<file path="src/rtl/avg_window_alarm_pkg.sv">
// Shared types and constants for the windowed-average alarm block.
package avg_alarm_pkg;

    localparam int DEF_WIDTH    = 8;
    localparam int DEF_WIN_LOG2 = 2;
    localparam int DEF_DEBOUNCE = 3;

    // A sum of 2^L samples of W bits needs W+L bits to be overflow-free.
    function automatic int sum_width(input int width, input int win_log2);
        return width + win_log2;
    endfunction

    localparam int DEF_SUM_WIDTH = sum_width(DEF_WIDTH, DEF_WIN_LOG2);

    typedef logic signed [DEF_WIDTH-1:0] sample_t;

    typedef enum logic [1:0] {
        ST_FILL = 2'd0,
        ST_NORM = 2'd1,
        ST_HI   = 2'd2,
        ST_LO   = 2'd3
    } state_e;

endpackage

</file>
<file path="src/rtl/avg_window_alarm_if.sv">
// Sample stream, thresholds and alarm outputs of the windowed-average alarm.
interface avg_window_alarm_if
    import avg_alarm_pkg::*;
#(
    parameter int WIDTH = DEF_WIDTH
) ();

    logic                    valid;
    logic signed [WIDTH-1:0] data_in;
    logic signed [WIDTH-1:0] hi_th;
    logic signed [WIDTH-1:0] lo_th;
    logic                    clear;

    logic signed [WIDTH-1:0] win_avg;
    logic                    win_valid;
    logic                    alarm_hi;
    logic                    alarm_lo;
    state_e                  state;

    // Producer / supervisor side: drives samples and thresholds, observes alarms.
    modport master (
        output valid, data_in, hi_th, lo_th, clear,
        input  win_avg, win_valid, alarm_hi, alarm_lo, state
    );

    // Alarm block side.
    modport slave (
        input  valid, data_in, hi_th, lo_th, clear,
        output win_avg, win_valid, alarm_hi, alarm_lo, state
    );

endinterface

</file>
<file path="src/rtl/avg_window_alarm_win_sum.sv">
// Sliding window of the last 2^WIN_LOG2 accepted samples with a running sum.
// Presents the mean the window will hold after the current sample and a
// strobe that says this edge accepts a sample into a full window.
module win_sum
    import avg_alarm_pkg::*;
#(
    parameter int WIDTH    = DEF_WIDTH,
    parameter int WIN_LOG2 = DEF_WIN_LOG2
) (
    input  logic                    i_clk,
    input  logic                    i_rst_n,
    input  logic                    i_clear,
    input  logic                    i_valid,
    input  logic signed [WIDTH-1:0] i_data,
    output logic signed [WIDTH-1:0] o_mean_next,
    output logic                    o_full_update
);

    localparam int DEPTH = 1 << WIN_LOG2;
    localparam int SUM_W = sum_width(WIDTH, WIN_LOG2);
    localparam int CNT_W = $clog2(DEPTH + 1);

    logic signed [WIDTH-1:0] r_win     [DEPTH];
    logic signed [WIDTH-1:0] w_tap_in  [DEPTH];
    logic signed [SUM_W-1:0] r_sum;
    logic signed [SUM_W-1:0] w_sum_next;
    logic signed [SUM_W-1:0] w_data_ext;
    logic signed [SUM_W-1:0] w_oldest_ext;
    logic [CNT_W-1:0]        r_fill;
    logic [CNT_W-1:0]        w_fill_next;
    logic                    w_full_next;

    genvar gi;
    generate
        for (gi = 0; gi < DEPTH; gi++) begin : g_tap
            if (gi == 0) begin : g_head
                assign w_tap_in[gi] = i_data;
            end else begin : g_body
                assign w_tap_in[gi] = r_win[gi-1];
            end

            // Shift the window by one tap on every accepted sample.
            always_ff @(posedge i_clk or negedge i_rst_n) begin
                if (!i_rst_n) begin
                    r_win[gi] <= '0;
                end else if (i_clear) begin
                    r_win[gi] <= '0;
                end else if (i_valid) begin
                    r_win[gi] <= w_tap_in[gi];
                end
            end
        end
    endgenerate

    // Signed assignments sign-extend into the wider sum domain.
    assign w_data_ext   = i_data;
    assign w_oldest_ext = r_win[DEPTH-1];
    assign w_sum_next   = r_sum + w_data_ext - w_oldest_ext;

    assign w_fill_next  = (r_fill == CNT_W'(DEPTH)) ? r_fill : r_fill + 1'b1;
    assign w_full_next  = (w_fill_next == CNT_W'(DEPTH));

    // Bits above the shift amount are the arithmetic shift (floor toward -inf);
    // the mean of WIDTH-bit samples always fits back into WIDTH bits.
    assign o_mean_next   = w_sum_next[WIN_LOG2 +: WIDTH];
    assign o_full_update = i_valid && !i_clear && w_full_next;

    // Running sum and saturating fill count, updated per accepted sample.
    always_ff @(posedge i_clk or negedge i_rst_n) begin
        if (!i_rst_n) begin
            r_sum  <= '0;
            r_fill <= '0;
        end else if (i_clear) begin
            r_sum  <= '0;
            r_fill <= '0;
        end else if (i_valid) begin
            r_sum  <= w_sum_next;
            r_fill <= w_fill_next;
        end
    end

endmodule

</file>
<file path="src/rtl/avg_window_alarm.sv">
// Windowed mean of a signed sample stream with a debounced hysteresis FSM
// that raises high/low alarms. The FSM evaluates one edge after each mean
// update, using the registered mean.
module avg_window_alarm
    import avg_alarm_pkg::*;
#(
    parameter int WIDTH    = DEF_WIDTH,
    parameter int WIN_LOG2 = DEF_WIN_LOG2,
    parameter int DEBOUNCE = DEF_DEBOUNCE
) (
    input  logic               i_clk,
    input  logic               i_rst_n,
    avg_window_alarm_if.slave  bus
);

    localparam int CNT_W = $clog2(DEBOUNCE + 1);

    logic signed [WIDTH-1:0] w_mean_next;
    logic                    w_update;
    logic signed [WIDTH-1:0] r_win_avg;
    logic                    r_win_valid;

    state_e                  r_state;
    state_e                  w_state_next;
    logic [CNT_W-1:0]        r_cnt;
    logic [CNT_W-1:0]        w_cnt_next;
    logic [CNT_W-1:0]        w_cnt_inc;
    logic [CNT_W-1:0]        w_streak;
    logic                    r_last_above;
    logic                    w_last_above_next;
    logic                    w_above;
    logic                    w_below;

    win_sum #(
        .WIDTH    (WIDTH),
        .WIN_LOG2 (WIN_LOG2)
    ) u_win_sum (
        .i_clk         (i_clk),
        .i_rst_n       (i_rst_n),
        .i_clear       (bus.clear),
        .i_valid       (bus.valid),
        .i_data        (bus.data_in),
        .o_mean_next   (w_mean_next),
        .o_full_update (w_update)
    );

    // Mean register and its one-cycle update strobe.
    always_ff @(posedge i_clk or negedge i_rst_n) begin
        if (!i_rst_n) begin
            r_win_avg   <= '0;
            r_win_valid <= 1'b0;
        end else if (bus.clear) begin
            r_win_avg   <= '0;
            r_win_valid <= 1'b0;
        end else begin
            r_win_valid <= w_update;
            if (w_update) begin
                r_win_avg <= w_mean_next;
            end
        end
    end

    // High takes precedence when the thresholds are inverted.
    assign w_above   = (r_win_avg > bus.hi_th);
    assign w_below   = !w_above && (r_win_avg < bus.lo_th);
    assign w_cnt_inc = (r_cnt == CNT_W'(DEBOUNCE)) ? r_cnt : r_cnt + 1'b1;

    // FSM state, debounce count and direction of the last qualifying update.
    always_ff @(posedge i_clk or negedge i_rst_n) begin
        if (!i_rst_n) begin
            r_state      <= ST_FILL;
            r_cnt        <= '0;
            r_last_above <= 1'b0;
        end else if (bus.clear) begin
            r_state      <= ST_FILL;
            r_cnt        <= '0;
            r_last_above <= 1'b0;
        end else begin
            r_state      <= w_state_next;
            r_cnt        <= w_cnt_next;
            r_last_above <= w_last_above_next;
        end
    end

    // Next-state and debounce logic; only mean updates move the FSM.
    always_comb begin
        w_state_next      = r_state;
        w_cnt_next        = r_cnt;
        w_last_above_next = r_last_above;
        w_streak          = '0;

        unique case (r_state)
            ST_FILL: begin
                if (w_update) begin
                    w_state_next = ST_NORM;
                    w_cnt_next   = '0;
                end
            end

            ST_NORM: begin
                if (r_win_valid) begin
                    if (w_above) begin
                        w_streak          = r_last_above ? w_cnt_inc : CNT_W'(1);
                        w_last_above_next = 1'b1;
                        if (w_streak == CNT_W'(DEBOUNCE)) begin
                            w_state_next = ST_HI;
                            w_cnt_next   = '0;
                        end else begin
                            w_cnt_next   = w_streak;
                        end
                    end else if (w_below) begin
                        w_streak          = r_last_above ? CNT_W'(1) : w_cnt_inc;
                        w_last_above_next = 1'b0;
                        if (w_streak == CNT_W'(DEBOUNCE)) begin
                            w_state_next = ST_LO;
                            w_cnt_next   = '0;
                        end else begin
                            w_cnt_next   = w_streak;
                        end
                    end else begin
                        w_cnt_next = '0;
                    end
                end
            end

            ST_HI: begin
                if (r_win_valid) begin
                    if (w_above) begin
                        w_cnt_next = '0;
                    end else if (w_cnt_inc == CNT_W'(DEBOUNCE)) begin
                        w_state_next = ST_NORM;
                        w_cnt_next   = '0;
                    end else begin
                        w_cnt_next   = w_cnt_inc;
                    end
                end
            end

            ST_LO: begin
                if (r_win_valid) begin
                    if (w_below) begin
                        w_cnt_next = '0;
                    end else if (w_cnt_inc == CNT_W'(DEBOUNCE)) begin
                        w_state_next = ST_NORM;
                        w_cnt_next   = '0;
                    end else begin
                        w_cnt_next   = w_cnt_inc;
                    end
                end
            end

            default: begin
                w_state_next = ST_FILL;
                w_cnt_next   = '0;
            end
        endcase
    end

    assign bus.win_avg   = r_win_avg;
    assign bus.win_valid = r_win_valid;
    assign bus.state     = r_state;
    assign bus.alarm_hi  = (r_state == ST_HI);
    assign bus.alarm_lo  = (r_state == ST_LO);

endmodule

</file>
<file path="src/flat_wrapper.sv">
// flat-port wrapper written by rule: the top's interface ports become plain ports
module avg_window_alarm_flat import avg_alarm_pkg::*;
#(
    parameter int WIDTH    = DEF_WIDTH,
    parameter int WIN_LOG2 = DEF_WIN_LOG2,
    parameter int DEBOUNCE = DEF_DEBOUNCE
)
  (i_clk, i_rst_n, bus_valid, bus_data_in, bus_hi_th, bus_lo_th, bus_clear, bus_win_avg, bus_win_valid, bus_alarm_hi, bus_alarm_lo, bus_state);
  avg_window_alarm_if #(.WIDTH(WIDTH)) bus_i ();
  input  logic i_clk;
  input  logic i_rst_n;
  input wire logic [$bits(bus_i.valid)-1:0] bus_valid;
  input wire logic [$bits(bus_i.data_in)-1:0] bus_data_in;
  input wire logic [$bits(bus_i.hi_th)-1:0] bus_hi_th;
  input wire logic [$bits(bus_i.lo_th)-1:0] bus_lo_th;
  input wire logic [$bits(bus_i.clear)-1:0] bus_clear;
  output wire logic [$bits(bus_i.win_avg)-1:0] bus_win_avg;
  output wire logic [$bits(bus_i.win_valid)-1:0] bus_win_valid;
  output wire logic [$bits(bus_i.alarm_hi)-1:0] bus_alarm_hi;
  output wire logic [$bits(bus_i.alarm_lo)-1:0] bus_alarm_lo;
  output wire logic [$bits(bus_i.state)-1:0] bus_state;
  assign bus_i.valid = bus_valid;
  assign bus_i.data_in = bus_data_in;
  assign bus_i.hi_th = bus_hi_th;
  assign bus_i.lo_th = bus_lo_th;
  assign bus_i.clear = bus_clear;
  assign bus_win_avg = bus_i.win_avg;
  assign bus_win_valid = bus_i.win_valid;
  assign bus_alarm_hi = bus_i.alarm_hi;
  assign bus_alarm_lo = bus_i.alarm_lo;
  assign bus_state = bus_i.state;
  avg_window_alarm #(.WIDTH(WIDTH), .WIN_LOG2(WIN_LOG2), .DEBOUNCE(DEBOUNCE)) u_core (.i_clk(i_clk), .i_rst_n(i_rst_n), .bus(bus_i));
endmodule
</file>
<file path="config.mk">
export PLATFORM = sky130hd
export DESIGN_NAME = avg_window_alarm_flat
export DESIGN_NICKNAME = d
export VERILOG_FILES = /design/src/rtl/avg_window_alarm_pkg.sv /design/src/rtl/avg_window_alarm_if.sv /design/src/rtl/avg_window_alarm_win_sum.sv /design/src/rtl/avg_window_alarm.sv /design/src/flat_wrapper.sv
export SDC_FILE = /design/constraint.sdc
export NUM_CORES = 1
export LEC_CHECK = 0
export ABC_AREA = 1
export BUFFER_PORTS_ARGS = -buffer_cell sky130_fd_sc_hd__buf_2
export CORE_MARGIN = 5
export CORE_UTILIZATION = 50
export CTS_BUF_LIST = sky130_fd_sc_hd__clkbuf_4 sky130_fd_sc_hd__clkbuf_8 sky130_fd_sc_hd__clkbuf_16
export CTS_CLUSTER_SIZE = 40
export DETAILED_ROUTE_END_ITERATION = 16
export PLACE_DENSITY = 0.68
export SYNTH_ARGS = -nofsm -noshare
export SYNTH_HDL_FRONTEND = slang
export SYNTH_SLANG_ARGS = --single-unit
</file>
<file path="constraint.sdc">
create_clock -name i_clk -period 4.8 [get_ports i_clk]
set_input_delay 0.48 -clock i_clk [delete_from_list [all_inputs] [get_ports i_clk]]
set_output_delay 0.48 -clock i_clk [all_outputs]
set_load 0.005 [all_outputs]
</file>
==> results of run 1 <==
==> registers in the layout, indices dropped and copies added (netlist names) <==
name,count
u_core.u_win_sum.r_sum,10
u_core.r_last_above,1
u_core.bus.win_valid,1
u_core.bus.win_avg,8
u_core.u_win_sum.r_win,32
u_core.u_win_sum.r_fill,3
u_core.r_cnt,2
u_core.bus.state,2
==> final timing paths <==
kind / startpoint / endpoint / slack, ns / depth (start not counted)
setup / recovery: u_core.u_win_sum.r_win[2] / u_core.u_win_sum.r_sum[7] / 2.40 / 10
setup reg to reg: u_core.u_win_sum.r_win[2] / u_core.u_win_sum.r_sum[7] / 2.40 / 10
hold reg to reg: u_core.u_win_sum.r_sum[8] / u_core.u_win_sum.r_sum[8] / 0.50 / 2
min in group i_clk: bus_data_in[0] / u_core.u_win_sum.r_win[24] / 0.42 / 3
max in group asynchronous: i_rst_n / u_core.u_win_sum.r_sum[8] / 4.02 / 2
hold / removal: i_rst_n / u_core.u_win_sum.r_win[29] / 0.30 / 2
==> per-layer routing <==
layer / GRT usage (%) / up-vias
met1: 22.8 / 1361
met5: 0 / -
li1: - / 1504
met3: 4.34 / 6
met2: 28.7 / 58
met4: 6.25 / 0
==> critical path, stage by stage (launching register included) <==
cell and delay, ns:
sky130_fd_sc_hd__dfrtp_1 0.39, sky130_fd_sc_hd__fa_1 0.50, sky130_fd_sc_hd__inv_1 0.04, sky130_fd_sc_hd__ha_1 0.34, sky130_fd_sc_hd__a21oi_1 0.20, sky130_fd_sc_hd__o21ai_0 0.13
sky130_fd_sc_hd__a21oi_1 0.17, sky130_fd_sc_hd__o21ai_0 0.12, sky130_fd_sc_hd__a21oi_1 0.15, sky130_fd_sc_hd__o21ai_0 0.13, sky130_fd_sc_hd__o21ai_0 0.16
==> cells by family (layout without fill, tap and decap cells) <==
group,count (synthesis),after routing,synth area share (%)
AOI/OAI and AO/OA,89,89,14.5
xor gates and xnor gates,3,3,0.725
adders and majority gates,37,37,14.6
buffers and inverters,114,162,11.9
DFF,59,59,40.7
and+or+nand+nor,143,143,17.6
==> per-stage QoR <==
step	utilization [%]	std cells	area (um2)
2_1_floorplan	-	445	3620
3_5_place_dp	55.0	577	3930
5_1_grt	57.6	592	4110
4_1_cts	57.6	592	4110
6_report	57.6	592	4110
3_3_place_gp	55.0	577	3930
==> layout make-up <==
type,count,area [um2]
fill,686,3030
multi-input combinational,272,1720
sequential,59,1480
inverter,105,394
timing repair buffer,42,215
clock buffer,13,173
tap,99,124
clock inverter,2,10.0
==> power breakdown <==
| part | total, mW | switching [mW] | internal, mW |
|---|---|---|---|
| clock network | 0.404 | 0.173 | 0.231 |
| logic | 0.799 | 0.492 | 0.307 |
| registers | 0.631 | 0.0613 | 0.569 |
| total | 1.83 | 0.726 | 1.11 |
==> cells in the final DEF, fill, tap and decap left out <==
cell / n
sky130_fd_sc_hd__a21boi_0: 1
sky130_fd_sc_hd__a21boi_1: 1
sky130_fd_sc_hd__a21oi_1: 16
sky130_fd_sc_hd__and3b_1: 1
sky130_fd_sc_hd__buf_2: 40
sky130_fd_sc_hd__buf_4: 2
sky130_fd_sc_hd__clkbuf_4: 1
sky130_fd_sc_hd__clkbuf_8: 12
sky130_fd_sc_hd__clkinv_2: 2
sky130_fd_sc_hd__dfrtp_1: 59
sky130_fd_sc_hd__fa_1: 9
sky130_fd_sc_hd__ha_1: 28
sky130_fd_sc_hd__inv_1: 100
sky130_fd_sc_hd__inv_2: 5
sky130_fd_sc_hd__nand2_1: 93
sky130_fd_sc_hd__nand2_2: 2
sky130_fd_sc_hd__nand2_4: 2
sky130_fd_sc_hd__nand3_1: 14
sky130_fd_sc_hd__nand3b_1: 1
sky130_fd_sc_hd__nand4_1: 3
sky130_fd_sc_hd__nand4_2: 1
sky130_fd_sc_hd__nor2_1: 16
sky130_fd_sc_hd__nor2_2: 5
sky130_fd_sc_hd__nor2_4: 2
sky130_fd_sc_hd__nor3_1: 1
sky130_fd_sc_hd__nor3_2: 1
sky130_fd_sc_hd__o2111ai_1: 1
sky130_fd_sc_hd__o211ai_1: 1
sky130_fd_sc_hd__o211ai_2: 1
sky130_fd_sc_hd__o21ai_0: 35
sky130_fd_sc_hd__o21ai_1: 4
sky130_fd_sc_hd__o21bai_1: 1
sky130_fd_sc_hd__o22ai_1: 26
sky130_fd_sc_hd__o311ai_4: 1
sky130_fd_sc_hd__o41ai_1: 1
sky130_fd_sc_hd__or2_1: 1
sky130_fd_sc_hd__xnor2_1: 1
sky130_fd_sc_hd__xor2_1: 2
==> report_table.html, run 1 <==
<table>
<tr><th>Metric</th><th>Value</th></tr>
<tr><th colspan="2">Drt</th></tr>
<tr><td>Total length of routed wires</td><td>7090 um</td></tr>
<tr><td>Met2 wire len</td><td>3270 um</td></tr>
<tr><td>Starting DRC count in detailed routing</td><td>121</td></tr>
<tr><td>Number of nets still failing antenna checks after routing</td><td>0</td></tr>
<tr><td>DRC violations left</td><td>0</td></tr>
<tr><td>Routed len/inst</td><td>12.0 um</td></tr>
<tr><td>Detailed route wirelength on metal3</td><td>384 um</td></tr>
<tr><td>Wire length the detailed router placed on met1</td><td>3370 um</td></tr>
<tr><td>Topmost layer with routed signal wires</td><td>met4</td></tr>
<tr><td>Vias post-DR</td><td>2929</td></tr>
<tr><td>1st-pass router iterations</td><td>4</td></tr>
<tr><td>Via density</td><td>4.95</td></tr>
<tr><th colspan="2">STA</th></tr>
<tr><td>Final number of setup-violating endpoints</td><td>0</td></tr>
<tr><td>Highest achievable clock rate</td><td>416 MHz</td></tr>
<tr><td>Setup slack after layout</td><td>2.40 ns</td></tr>
<tr><td>Shortest clock period the worst path allows after layout</td><td>2.40 ns</td></tr>
<tr><td>Number of endpoints with negative hold slack in the final report</td><td>0</td></tr>
<tr><td>Setup total negative slack</td><td>0 ns</td></tr>
<tr><td>Final Hold Slack</td><td>0.302 ns</td></tr>
<tr><td>Portion of the clock cycle consumed by the worst path in the final layout</td><td>50.1%</td></tr>
<tr><td>Setup Skew</td><td>0.00967 ns</td></tr>
<tr><td>Slew Viols, Final</td><td>0</td></tr>
<tr><td>Unrepaired setup endpoints after global routing</td><td>false</td></tr>
<tr><td>Slew @ Worst Pin</td><td>0.959 ns</td></tr>
<tr><td>Relative slew slack</td><td>36.0%</td></tr>
<tr><th colspan="2">Logic synthesis</th></tr>
<tr><td>Cell area after technology mapping</td><td>3620 um2</td></tr>
<tr><td>Async S/R FF share, synth</td><td>100%</td></tr>
<tr><td>Count of state elements after synthesis</td><td>59</td></tr>
<tr><td>Sequential cell area fraction in the yosys report</td><td>40.7%</td></tr>
<tr><td>Most common library cells after synthesis</td><td>100 x sky130_fd_sc_hd__inv_1, 93 x sky130_fd_sc_hd__nand2_1, 59 x sky130_fd_sc_hd__dfrtp_1</td></tr>
<tr><td>Syn Area/Cell</td><td>8.15 um2</td></tr>
<tr><td>Post-synth top area share</td><td>40.7%</td></tr>
<tr><td>Largest cells by area after synthesis</td><td>sky130_fd_sc_hd__dfrtp_1 41%, sky130_fd_sc_hd__inv_1 10%, sky130_fd_sc_hd__ha_1 9.7%, sky130_fd_sc_hd__nand2_1 9.6%, sky130_fd_sc_hd__fa_1 5.0%</td></tr>
<tr><td>Post-synth cell types</td><td>35</td></tr>
<tr><td>Syn Nets</td><td>510</td></tr>
<tr><td>Warnings from Yosys</td><td>0</td></tr>
<tr><td>Primary FF master, synth</td><td>sky130_fd_sc_hd__dfrtp_1</td></tr>
<tr><td>EDFF count, synth</td><td>0</td></tr>
<tr><td>Most area-hungry cell type in the Yosys netlist</td><td>sky130_fd_sc_hd__dfrtp_1</td></tr>
<tr><td>Cell with the most instances after synthesis</td><td>sky130_fd_sc_hd__inv_1</td></tr>
<tr><td>Synth Instances</td><td>445</td></tr>
<tr><th colspan="2">Clock tree</th></tr>
<tr><td>Inserted Clock Buffers</td><td>9</td></tr>
<tr><td>Worst skew pair latency</td><td>0.32 ns</td></tr>
<tr><td>CTS HTree Levels</td><td>3</td></tr>
<tr><td>Post-CTS clock slew at the launch and capture registers of the worst setup and hold paths</td><td>0.06 ns</td></tr>
<tr><td>Resize count post-CTS</td><td>0</td></tr>
<tr><td>Clock Tree Buf Depth</td><td>2</td></tr>
<tr><td>Hold-fix buffer count after cts</td><td>0</td></tr>
<tr><td>Clock tree from TritonCTS</td><td>yes</td></tr>
<tr><td>Buffers inserted by post-CTS timing repair</td><td>0</td></tr>
<tr><td># clock sinks</td><td>59</td></tr>
<tr><td>Cell at the root of the clock tree</td><td>sky130_fd_sc_hd__clkbuf_8</td></tr>
<tr><th colspan="2">Pwr</th></tr>
<tr><td>Pwr Total</td><td>1.83 mW</td></tr>
<tr><td>Power density over cell area</td><td>446 nW/um2</td></tr>
<tr><td>Standby leakage power</td><td>2.20 nW</td></tr>
<tr><td>Maximum ir drop on the vdd rail</td><td>237 uV</td></tr>
<tr><th colspan="2">Placement</th></tr>
<tr><td>Pre-CTS worst setup slack</td><td>2.12 ns</td></tr>
<tr><td>Weighted congestion reported at the end of routability-driven placement</td><td>0.823</td></tr>
<tr><td>PortBufs</td><td>40</td></tr>
<tr><td>Post-detail-place hpwl</td><td>5430 um</td></tr>
<tr><th colspan="2">Critical path</th></tr>
<tr><td>Signal arrival time at the worst endpoint</td><td>2.64 ns</td></tr>
<tr><td>Startpoint type of the worst setup path</td><td>register</td></tr>
<tr><td>Type of destination of the critical path</td><td>register</td></tr>
<tr><td>Path type of the worst setup path</td><td>register to register</td></tr>
<tr><td>Data required time at the worst endpoint</td><td>5.04 ns</td></tr>
<tr><td>Peak fanout along the critical path</td><td>5</td></tr>
<tr><th colspan="2">Global route</th></tr>
<tr><td>Vias in the first global route</td><td>2888</td></tr>
<tr><td>Pin count of the biggest net entering global routing</td><td>60</td></tr>
<tr><td>Antenna violations before repair</td><td>0</td></tr>
<tr><td>First-pass GRT wire length</td><td>12700 um</td></tr>
<tr><td>Overall overflow remaining after global route</td><td>0</td></tr>
<tr><td>GRT Util Overall</td><td>17.6%</td></tr>
<tr><th colspan="2">Die</th></tr>
<tr><td>Area of the placeable core</td><td>7140 um2</td></tr>
<tr><td>Die Span X</td><td>95.1 um</td></tr>
<tr><td>Vertical die dimension</td><td>95.1 um</td></tr>
<tr><td>Starting Density</td><td>50.8%</td></tr>
<tr><td>Number of top-level pins</td><td>41</td></tr>
<tr><td>Full die area</td><td>9050 um2</td></tr>
<tr><td>Number of standard-cell rows in the floorplan</td><td>31</td></tr>
<tr><th colspan="2">Layout</th></tr>
<tr><td>Number of nets at the end of the flow</td><td>554</td></tr>
<tr><td>Proportion of layout cells with a drive suffix above 1</td><td>15.6%</td></tr>
<tr><td>Area Overhead vs Synth</td><td>13.4%</td></tr>
<tr><td>Antenna cells</td><td>0</td></tr>
<tr><th colspan="2">Flow run</th></tr>
<tr><td>Number of max-cap violations</td><td>0</td></tr>
<tr><th colspan="2">Run status</th></tr>
<tr><td>Result of the run</td><td>complete, no violations</td></tr>
<tr><th colspan="2">Hold path</th></tr>
<tr><td>Worst min-delay path category</td><td>primary input to async pin</td></tr>
</table>
(Power assumes the default switching activity.)
==> run 2: changes to the inputs <==
==> constraint.sdc (replaced) <==
create_clock -name i_clk -period 2.5 [get_ports i_clk]
set_input_delay 0.25 -clock i_clk [delete_from_list [all_inputs] [get_ports i_clk]]
set_output_delay 0.25 -clock i_clk [all_outputs]
set_load 0.005 [all_outputs]
==> report_table.html, run 2 (synthesis gave the netlist of run 1 again) <==
<table>
<tr><th>Metric</th><th>Value</th></tr>
<tr><th colspan="2">Critical path</th></tr>
<tr><td>Startpoint type of the worst setup path</td><td>register</td></tr>
<tr><td>Worst path max stage delay</td><td>0.50 ns (about the same)</td></tr>
<tr><td>Type of destination of the critical path</td><td>register</td></tr>
<tr><td>Path type of the worst setup path</td><td>register to register</td></tr>
<tr><td>Cell-by-cell listing of the critical path</td><td>fa_1 &gt; inv_1 &gt; fa_1 &gt; nand2_1 &gt; inv_1 &gt; o21ai_2 &gt; a21boi_1 &gt; o21ai_1 &gt; nand2_1 &gt; a21oi_1 &gt; o21ai_1 &gt; o21ai_0</td></tr>
<tr><td>Critical Path Slowest Stage Cell</td><td>sky130_fd_sc_hd__fa_1</td></tr>
<tr><td>Signal arrival time at the worst endpoint</td><td>2.61 ns (-0.03 ns)</td></tr>
<tr><td>Peak fanout along the critical path</td><td>2 (-3)</td></tr>
<tr><td>Data required time at the worst endpoint</td><td>2.75 ns (-2.29 ns)</td></tr>
<tr><th colspan="2">Die</th></tr>
<tr><td>Full die area</td><td>9050 um2 (unchanged)</td></tr>
<tr><td>Starting Density</td><td>50.8% (unchanged)</td></tr>
<tr><td>Vertical die dimension</td><td>95.1 um (unchanged)</td></tr>
<tr><td>Die Span X</td><td>95.1 um (unchanged)</td></tr>
<tr><td>Area of the placeable core</td><td>7140 um2 (unchanged)</td></tr>
<tr><td>Number of top-level pins</td><td>41 (unchanged)</td></tr>
<tr><td>Number of standard-cell rows in the floorplan</td><td>31 (unchanged)</td></tr>
<tr><th colspan="2">Placement</th></tr>
<tr><td>Post-detail-place hpwl</td><td>5610 um (+3.4%)</td></tr>
<tr><td>Placed cell areas</td><td>3950 um2 (+0.57%)</td></tr>
<tr><td>PortBufs</td><td>40 (unchanged)</td></tr>
<tr><td>Weighted congestion reported at the end of routability-driven placement</td><td>0.837 (+1.7%)</td></tr>
<tr><th colspan="2">Drt</th></tr>
<tr><td>Total length of routed wires</td><td>7270 um (+2.6%)</td></tr>
<tr><td>Starting DRC count in detailed routing</td><td>93 (-23%)</td></tr>
<tr><td>1st-pass router iterations</td><td>7 (+3)</td></tr>
<tr><td>Number of nets still failing antenna checks after routing</td><td>0 (unchanged)</td></tr>
<tr><td>Via density</td><td>4.97 (+0.51%)</td></tr>
<tr><td>Vias post-DR</td><td>2954 (+0.85%)</td></tr>
<tr><td>Routed len/inst</td><td>12.2 um (+2.2%)</td></tr>
<tr><td>DRC violations left</td><td>0 (unchanged)</td></tr>
<tr><th colspan="2">Layout</th></tr>
<tr><td>Most frequent standard cell in the layout excluding fill and tap cells</td><td>sky130_fd_sc_hd__inv_1</td></tr>
<tr><td>Biggest register</td><td>u_core.u_win_sum.r_win</td></tr>
<tr><td>Top library cells by usage in the layout, fill and taps aside</td><td>100 x sky130_fd_sc_hd__inv_1, 93 x sky130_fd_sc_hd__nand2_1, 59 x sky130_fd_sc_hd__dfrtp_1</td></tr>
<tr><td>Proportion of layout cells with a drive suffix above 1</td><td>16.4% (+0.74 points)</td></tr>
<tr><td>Area Overhead vs Synth</td><td>14.2%</td></tr>
<tr><td>Number of nets at the end of the flow</td><td>558 (+0.72%)</td></tr>
<tr><td>Register cell area after layout</td><td>1480 um2 (unchanged)</td></tr>
<tr><td>Multi-input logic area</td><td>1740 um2 (+1.2%)</td></tr>
<tr><td>Filler instances</td><td>688 (+0.29%)</td></tr>
<tr><td>Antenna cells</td><td>0 (unchanged)</td></tr>
<tr><td>Largest register FFs</td><td>32 (unchanged)</td></tr>
<tr><td>Final core utilization</td><td>58.0% (+0.42 points)</td></tr>
<tr><td>Final Cell Area</td><td>4140 um2 (+0.73%)</td></tr>
<tr><th colspan="2">Global route</th></tr>
<tr><td>Met3 global-route usage</td><td>4.34% (unchanged)</td></tr>
<tr><td>Overall overflow remaining after global route</td><td>0 (unchanged)</td></tr>
<tr><td>GRT Util Overall</td><td>17.6% (-0.022 points)</td></tr>
<tr><td>Antenna violations before repair</td><td>0 (unchanged)</td></tr>
<tr><td>GR peak layer</td><td>met2</td></tr>
<tr><td>Met1 Use GR</td><td>22.9% (+0.15 points)</td></tr>
<tr><td>First-pass GRT wire length</td><td>12400 um (-2.5%)</td></tr>
<tr><td>Pin count of the biggest net entering global routing</td><td>36 (-40%)</td></tr>
<tr><td>Met2 routing resource usage after global routing</td><td>28.1% (-0.58 points)</td></tr>
<tr><td>Vias in the first global route</td><td>2863 (-0.87%)</td></tr>
<tr><th colspan="2">Pwr</th></tr>
<tr><td>Maximum ir drop on the vdd rail</td><td>466 uV (+96%)</td></tr>
<tr><td>Pwr Total</td><td>3.52 mW (+92%)</td></tr>
<tr><td>Standby leakage power</td><td>2.20 nW (+0.34%)</td></tr>
<tr><td>Power density over cell area</td><td>851 nW/um2 (+91%)</td></tr>
<tr><th colspan="2">Clock tree</th></tr>
<tr><td>Post-CTS clock slew at the launch and capture registers of the worst setup and hold paths</td><td>0.06 ns (about the same)</td></tr>
<tr><td>Clock tree from TritonCTS</td><td>yes</td></tr>
<tr><td>Inserted Clock Buffers</td><td>9 (unchanged)</td></tr>
<tr><td>CTS HTree Levels</td><td>3 (unchanged)</td></tr>
<tr><td>Clock Tree Buf Depth</td><td>2 (unchanged)</td></tr>
<tr><td># clock sinks</td><td>59 (unchanged)</td></tr>
<tr><td>Worst skew pair latency</td><td>0.33 ns (about the same)</td></tr>
<tr><td>Cell at the root of the clock tree</td><td>sky130_fd_sc_hd__clkbuf_8</td></tr>
<tr><th colspan="2">STA</th></tr>
<tr><td>Shortest clock period the worst path allows after layout</td><td>2.36 ns (-0.0440 ns)</td></tr>
<tr><td>Portion of the clock cycle consumed by the worst path in the final layout</td><td>94.4% (+44 points)</td></tr>
<tr><td>Unrepaired setup endpoints after global routing</td><td>true</td></tr>
<tr><td>Final number of setup-violating endpoints</td><td>0 (unchanged)</td></tr>
<tr><td>Slew Viols, Final</td><td>0 (unchanged)</td></tr>
<tr><td>Number of endpoints with negative hold slack in the final report</td><td>0 (unchanged)</td></tr>
<tr><td>Setup Skew</td><td>0.00940 ns (-0.000269 ns)</td></tr>
<tr><td>Relative slew slack</td><td>60.8% (+25 points)</td></tr>
<tr><td>Highest achievable clock rate</td><td>424 MHz (+1.9%)</td></tr>
<tr><td>Slew @ Worst Pin</td><td>0.588 ns (-0.371 ns)</td></tr>
<tr><th colspan="2">Run status</th></tr>
<tr><td>Result of the run</td><td>complete, no violations</td></tr>
<tr><th colspan="2">Hold path</th></tr>
<tr><td>Worst min-delay path category</td><td>primary input to register</td></tr>
<tr><th colspan="2">Flow run</th></tr>
<tr><td>Number of max-cap violations</td><td>0 (unchanged)</td></tr>
</table>
-- run 2: cell count changes in the layout (fill, tap and decap cells not counted), sizes merged --
cell / delta
clkinv: -2
buf: +3
dlygate4sd3: +1
-- run 2: final cells by class --
class	instances	share of cell area, %
inverters	105	9.52
clock buffers	13	3.87
multi-input cells	272	42.0
flip-flops and latches	59	35.7
repair buffers	46	5.98
well taps	99	2.99
-- run 2: critical path, delay by kind of cell, from the launching register on --
family	cells	cell delay, ns
adders and majority gates	2	0.92
AOI/OAI and AO/OA	6	0.71
DFF	1	0.39
and+or+nand+nor	2	0.15
buffers and inverters	2	0.12
-- run 2: routing by layer --
layer | vias up | wire length, um
li1 | 1505 | -
met1 | 1385 | 3450
met2 | 56 | 3340
met3 | 8 | 390
met4 | 0 | 97
met5 | - | 0
-- run 2: timing repair --
action	4_1_cts	5_1_grt
gates resized for setup	0	7
setup buffers	0	0
endpoints found under the setup margin	0	10
hold buffers	1	0
hold endpoints to repair	59	0
-- run 2: worst paths after layout --
| check | from | depth (start not counted) | slack [ns] | end |
|---|---|---|---|---|
| worst max-delay path | u_core.u_win_sum.r_win[1] | 12 | 0.14 | u_core.bus.win_avg[4] |
| worst min-delay path | bus_data_in[0] | 3 | 0.18 | u_core.u_win_sum.r_win[24] |
| worst max register to register | u_core.u_win_sum.r_win[1] | 12 | 0.14 | u_core.bus.win_avg[4] |
| worst min register to register | u_core.u_win_sum.r_sum[7] | 2 | 0.49 | u_core.u_win_sum.r_sum[7] |
| max in group asynchronous | i_rst_n | 3 | 1.70 | u_core.bus.win_valid |
| min in group asynchronous | i_rst_n | 3 | 0.45 | u_core.u_win_sum.r_win[30] |
-- run 2: power breakdown --
| group | total [mW] | internal, mW | switching (mW) |
|---|---|---|---|
| Clock | 0.731 | 0.404 | 0.327 |
| Sequential | 1.22 | 1.09 | 0.124 |
| Combinational | 1.58 | 0.614 | 0.961 |
-- run 2: metrics by stage --
step	TNS (ns)	std cells	worst slack [ns]	hold WS, ns
4_1_cts	0	594	0.0811	0.165
3_3_place_gp	0	580	0.100	0.270
2_1_floorplan	0	445	0.235	-0.0456
3_5_place_dp	0	580	0.0258	0.279
6_report	0	594	0.140	0.176
5_1_grt	-0.00117	594	-0.00117	0.198
==> run 3: changes to the inputs <==
==> constraint.sdc (replaced) <==
create_clock -name i_clk -period 2.4 [get_ports i_clk]
set_input_delay 0.24 -clock i_clk [delete_from_list [all_inputs] [get_ports i_clk]]
set_output_delay 0.24 -clock i_clk [all_outputs]
set_load 0.005 [all_outputs]
==> report_table.html, run 3 (synthesis gave the netlist of run 1 again) <==
<table>
<tr><th>Metric</th><th>Value</th></tr>
<tr><th colspan="2">Global route</th></tr>
<tr><td>First-pass GRT wire length</td><td>12500 um (+1.2%)</td></tr>
<tr><td>GRT Util Overall</td><td>17.8% (+0.27 points)</td></tr>
<tr><td>Antenna violations before repair</td><td>1 (+1)</td></tr>
<tr><td>Overall overflow remaining after global route</td><td>0 (unchanged)</td></tr>
<tr><td>Pin count of the biggest net entering global routing</td><td>38 (+5.6%)</td></tr>
<tr><td>Vias in the first global route</td><td>2863 (unchanged)</td></tr>
<tr><th colspan="2">Placement</th></tr>
<tr><td>Post-detail-place hpwl</td><td>5600 um (-0.14%)</td></tr>
<tr><td>Pre-CTS worst setup slack</td><td>-0.0790 ns (-0.105 ns)</td></tr>
<tr><td>PortBufs</td><td>40 (unchanged)</td></tr>
<tr><td>Weighted congestion reported at the end of routability-driven placement</td><td>0.837 (about the same)</td></tr>
<tr><th colspan="2">Die</th></tr>
<tr><td>Vertical die dimension</td><td>95.1 um (unchanged)</td></tr>
<tr><td>Full die area</td><td>9050 um2 (unchanged)</td></tr>
<tr><td>Area of the placeable core</td><td>7140 um2 (unchanged)</td></tr>
<tr><td>Number of top-level pins</td><td>41 (unchanged)</td></tr>
<tr><td>Number of standard-cell rows in the floorplan</td><td>31 (unchanged)</td></tr>
<tr><td>Starting Density</td><td>50.8% (unchanged)</td></tr>
<tr><td>Die Span X</td><td>95.1 um (unchanged)</td></tr>
<tr><th colspan="2">STA</th></tr>
<tr><td>Unrepaired setup endpoints after global routing</td><td>true</td></tr>
<tr><td>Slew Viols, Final</td><td>0 (unchanged)</td></tr>
<tr><td>Setup Skew</td><td>0.00595 ns (-0.00345 ns)</td></tr>
<tr><td>Number of endpoints with negative hold slack in the final report</td><td>5 (+5)</td></tr>
<tr><td>Slew @ Worst Pin</td><td>0.827 ns (+0.240 ns)</td></tr>
<tr><td>Final Hold Slack</td><td>-0.00147 ns (-0.177 ns)</td></tr>
<tr><td>Shortest clock period the worst path allows after layout</td><td>2.32 ns (-0.0441 ns)</td></tr>
<tr><td>Final number of setup-violating endpoints</td><td>0 (unchanged)</td></tr>
<tr><td>Highest achievable clock rate</td><td>432 MHz (+1.9%)</td></tr>
<tr><td>Setup slack after layout</td><td>0.0846 ns (-0.0559 ns)</td></tr>
<tr><td>Relative slew slack</td><td>44.8% (-16 points)</td></tr>
<tr><td>Portion of the clock cycle consumed by the worst path in the final layout</td><td>96.5% (+2.1 points)</td></tr>
<tr><th colspan="2">Critical path</th></tr>
<tr><td>Type of destination of the critical path</td><td>register</td></tr>
<tr><td>Signal arrival time at the worst endpoint</td><td>2.58 ns (-0.03 ns)</td></tr>
<tr><td>Data required time at the worst endpoint</td><td>2.66 ns (-0.09 ns)</td></tr>
<tr><td>Cell family with the largest share of critical-path delay</td><td>adder cells</td></tr>
<tr><td>Destination of the worst register-to-register timing path</td><td>u_core.bus.win_avg[6]</td></tr>
<tr><td>Cell-by-cell listing of the critical path</td><td>inv_2 &gt; fa_1 &gt; inv_2 &gt; fa_2 &gt; nand2_2 &gt; inv_2 &gt; o21ai_2 &gt; nand2_1 &gt; nand4_1 &gt; o211ai_1 &gt; a21oi_1 &gt; o21ai_1 &gt; o21ai_1</td></tr>
<tr><td>Top cell by count, worst path</td><td>sky130_fd_sc_hd__inv_2</td></tr>
<tr><td>Startpoint type of the worst setup path</td><td>register</td></tr>
<tr><td>Worst path max stage delay</td><td>0.51 ns (about the same)</td></tr>
<tr><td>R2R cell count</td><td>13 (+1)</td></tr>
<tr><td>Stages on worst setup path</td><td>13 (+1)</td></tr>
<tr><td>Critical Path Slowest Stage Cell</td><td>sky130_fd_sc_hd__fa_1</td></tr>
<tr><td>Worst r2r src</td><td>u_core.u_win_sum.r_sum[1]</td></tr>
<tr><td>Peak fanout along the critical path</td><td>2 (unchanged)</td></tr>
<tr><td>FF-to-FF setup slack</td><td>0.08 ns (-0.06 ns)</td></tr>
<tr><td>Number of buffer and inverter instances along the worst setup path</td><td>3 (+1)</td></tr>
<tr><td>Path type of the worst setup path</td><td>register to register</td></tr>
<tr><th colspan="2">Pwr</th></tr>
<tr><td>Proportion of power drawn by flip-flops and latches</td><td>31.0% (-3.6 points)</td></tr>
<tr><td>Switching pwr</td><td>1.56 mW (+11%)</td></tr>
<tr><td>Power density over cell area</td><td>953 nW/um2 (+12%)</td></tr>
<tr><td>Cell Int Power</td><td>2.51 mW (+19%)</td></tr>
<tr><td>Share of total power consumed by net switching</td><td>38.4% (-1.7 points)</td></tr>
<tr><td>Standby leakage power</td><td>2.26 nW (+2.7%)</td></tr>
<tr><td>Pwr Total</td><td>4.07 mW (+16%)</td></tr>
<tr><td>Maximum ir drop on the vdd rail</td><td>435 uV (-6.5%)</td></tr>
<tr><td>Combinational power share</td><td>44.2% (-0.5 points)</td></tr>
<tr><td>Clock network fraction of total power</td><td>24.8% (+4.1 points)</td></tr>
<tr><th colspan="2">Clock tree</th></tr>
<tr><td># clock sinks</td><td>59 (unchanged)</td></tr>
<tr><td>Inserted Clock Buffers</td><td>9 (unchanged)</td></tr>
<tr><td>Buffers inserted by post-CTS timing repair</td><td>0 (unchanged)</td></tr>
<tr><td>CTS HTree Levels</td><td>3 (unchanged)</td></tr>
<tr><td>Cell at the root of the clock tree</td><td>sky130_fd_sc_hd__clkbuf_8</td></tr>
<tr><td>Post-CTS clock slew at the launch and capture registers of the worst setup and hold paths</td><td>0.06 ns (about the same)</td></tr>
<tr><td>Worst skew pair latency</td><td>0.34 ns (about the same)</td></tr>
<tr><td>Clock tree from TritonCTS</td><td>yes</td></tr>
<tr><td>Clock Tree Buf Depth</td><td>2 (unchanged)</td></tr>
<tr><th colspan="2">Layout</th></tr>
<tr><td>Proportion of layout cells with a drive suffix above 1</td><td>20.3% (+3.9 points)</td></tr>
<tr><td>Most frequent standard cell in the layout excluding fill and tap cells</td><td>sky130_fd_sc_hd__inv_1</td></tr>
<tr><td>Top library cells by usage in the layout, fill and taps aside</td><td>97 x sky130_fd_sc_hd__inv_1, 92 x sky130_fd_sc_hd__nand2_1, 59 x sky130_fd_sc_hd__dfrtp_1</td></tr>
<tr><td>Biggest register</td><td>u_core.u_win_sum.r_win</td></tr>
<tr><td>Number of nets at the end of the flow</td><td>563 (+0.90%)</td></tr>
<tr><td>Area Overhead vs Synth</td><td>17.9%</td></tr>
<tr><td>Antenna cells</td><td>0 (unchanged)</td></tr>
<tr><td>Largest register FFs</td><td>32 (unchanged)</td></tr>
<tr><th colspan="2">Drt</th></tr>
<tr><td>Vias post-DR</td><td>2934 (-0.68%)</td></tr>
<tr><td>Via density</td><td>4.87 (-2.0%)</td></tr>
<tr><td>1st-pass router iterations</td><td>4 (-3)</td></tr>
<tr><td>Routed len/inst</td><td>12.2 um (-0.34%)</td></tr>
<tr><td>Total length of routed wires</td><td>7350 um (+1.0%)</td></tr>
<tr><td>DRC violations left</td><td>0 (unchanged)</td></tr>
<tr><td>Number of nets still failing antenna checks after routing</td><td>0 (unchanged)</td></tr>
<tr><td>Starting DRC count in detailed routing</td><td>98 (+5.4%)</td></tr>
<tr><th colspan="2">Flow run</th></tr>
<tr><td>Number of max-cap violations</td><td>0 (unchanged)</td></tr>
<tr><th colspan="2">Run status</th></tr>
<tr><td>Result of the run</td><td>finished, violations left</td></tr>
<tr><td>Violations in the final reports</td><td>hold timing</td></tr>
<tr><th colspan="2">Hold path</th></tr>
<tr><td>Worst min-delay path category</td><td>primary input to async pin</td></tr>
</table>
## run 3: cell types whose count changed in the layout (fill, tap and decap cells not counted), moves of 2 or more
cell	previous run	this run
sky130_fd_sc_hd__inv_2	5	8
sky130_fd_sc_hd__clkbuf_4	3	0
sky130_fd_sc_hd__inv_1	100	97
sky130_fd_sc_hd__o21ai_0	32	26
sky130_fd_sc_hd__o21ai_1	6	11
sky130_fd_sc_hd__a21oi_1	15	12
sky130_fd_sc_hd__bufinv_16	0	2
sky130_fd_sc_hd__buf_4	5	11
sky130_fd_sc_hd__clkinv_2	0	3
sky130_fd_sc_hd__a21oi_2	1	4
## run 3: cell type report
cell class                 count  area (um2)
fill                         655        2860
multi-input combinational    272        1770
sequential                    59        1480
inverter                     105         394
timing repair buffer          51         283
clock buffer                  11         151
tap                           99         124
clock inverter                 5        75.1
## run 3: per-layer routing
layer	wire length [um]	part of all wire, %	up-vias	global-route usage [%]
met5	7	0.095	-	0
met3	450	6.1	19	3.31
met1	3310	45	1315	22.1
met2	3360	46	75	28.9
li1	-	-	1523	-
met4	214	2.9	2	10.7
## run 3: power by group through the flow
stage | Combinational, mW | Clock (mW) | Sequential [mW]
after CTS | 1.73 | 1.05 | 1.26
after global routing | 2.06 | 1.08 | 1.29
after detailed placement | 1.69 | 0 | 1.28
after floorplan | 1.20 | 0 | 1.25
final | 1.80 | 1.01 | 1.26
after global placement | 1.64 | 0 | 1.28
## run 3: metrics by stage
stage / instance area, um2 / utilization, % / setup TNS [ns] / cells / hold slack, ns
finish: 4270 / 59.9 / 0 / 602 / -0.00147
global route: 4270 / 59.9 / -0.194 / 602 / 0.0704
CTS: 4240 / 59.4 / 0 / 602 / 0.0176
detailed placement: 4000 / 56.0 / -0.275 / 586 / 0.395
global placement: 4000 / 56.0 / 0 / 586 / 0.381
floorplan: 3620 / - / 0 / 445 / -0.0556
## run 3: what timing repair did
action,CTS,global route
pin swaps,0,9
endpoints found under the hold margin,0,0
setup endpoints to repair,5,12
gates resized for setup,6,19
hold buffers,0,0
## run 3: worst max-delay path by stage
stage	to	from	slack, ns
after floorplan	u_core.bus.win_avg[4]	u_core.u_win_sum.r_win[1]	0.13
final	u_core.bus.win_avg[6]	u_core.u_win_sum.r_sum[1]	0.08
after detailed placement	u_core.bus.win_avg[4]	bus_data_in[1]	-0.08
after global placement	u_core.u_win_sum.r_sum[6]	bus_data_in[1]	0.01
after CTS	u_core.u_win_sum.r_sum[6]	u_core.u_win_sum.r_win[1]	0.003
after global routing	u_core.u_win_sum.r_sum[8]	u_core.u_win_sum.r_sum[1]	-0.08
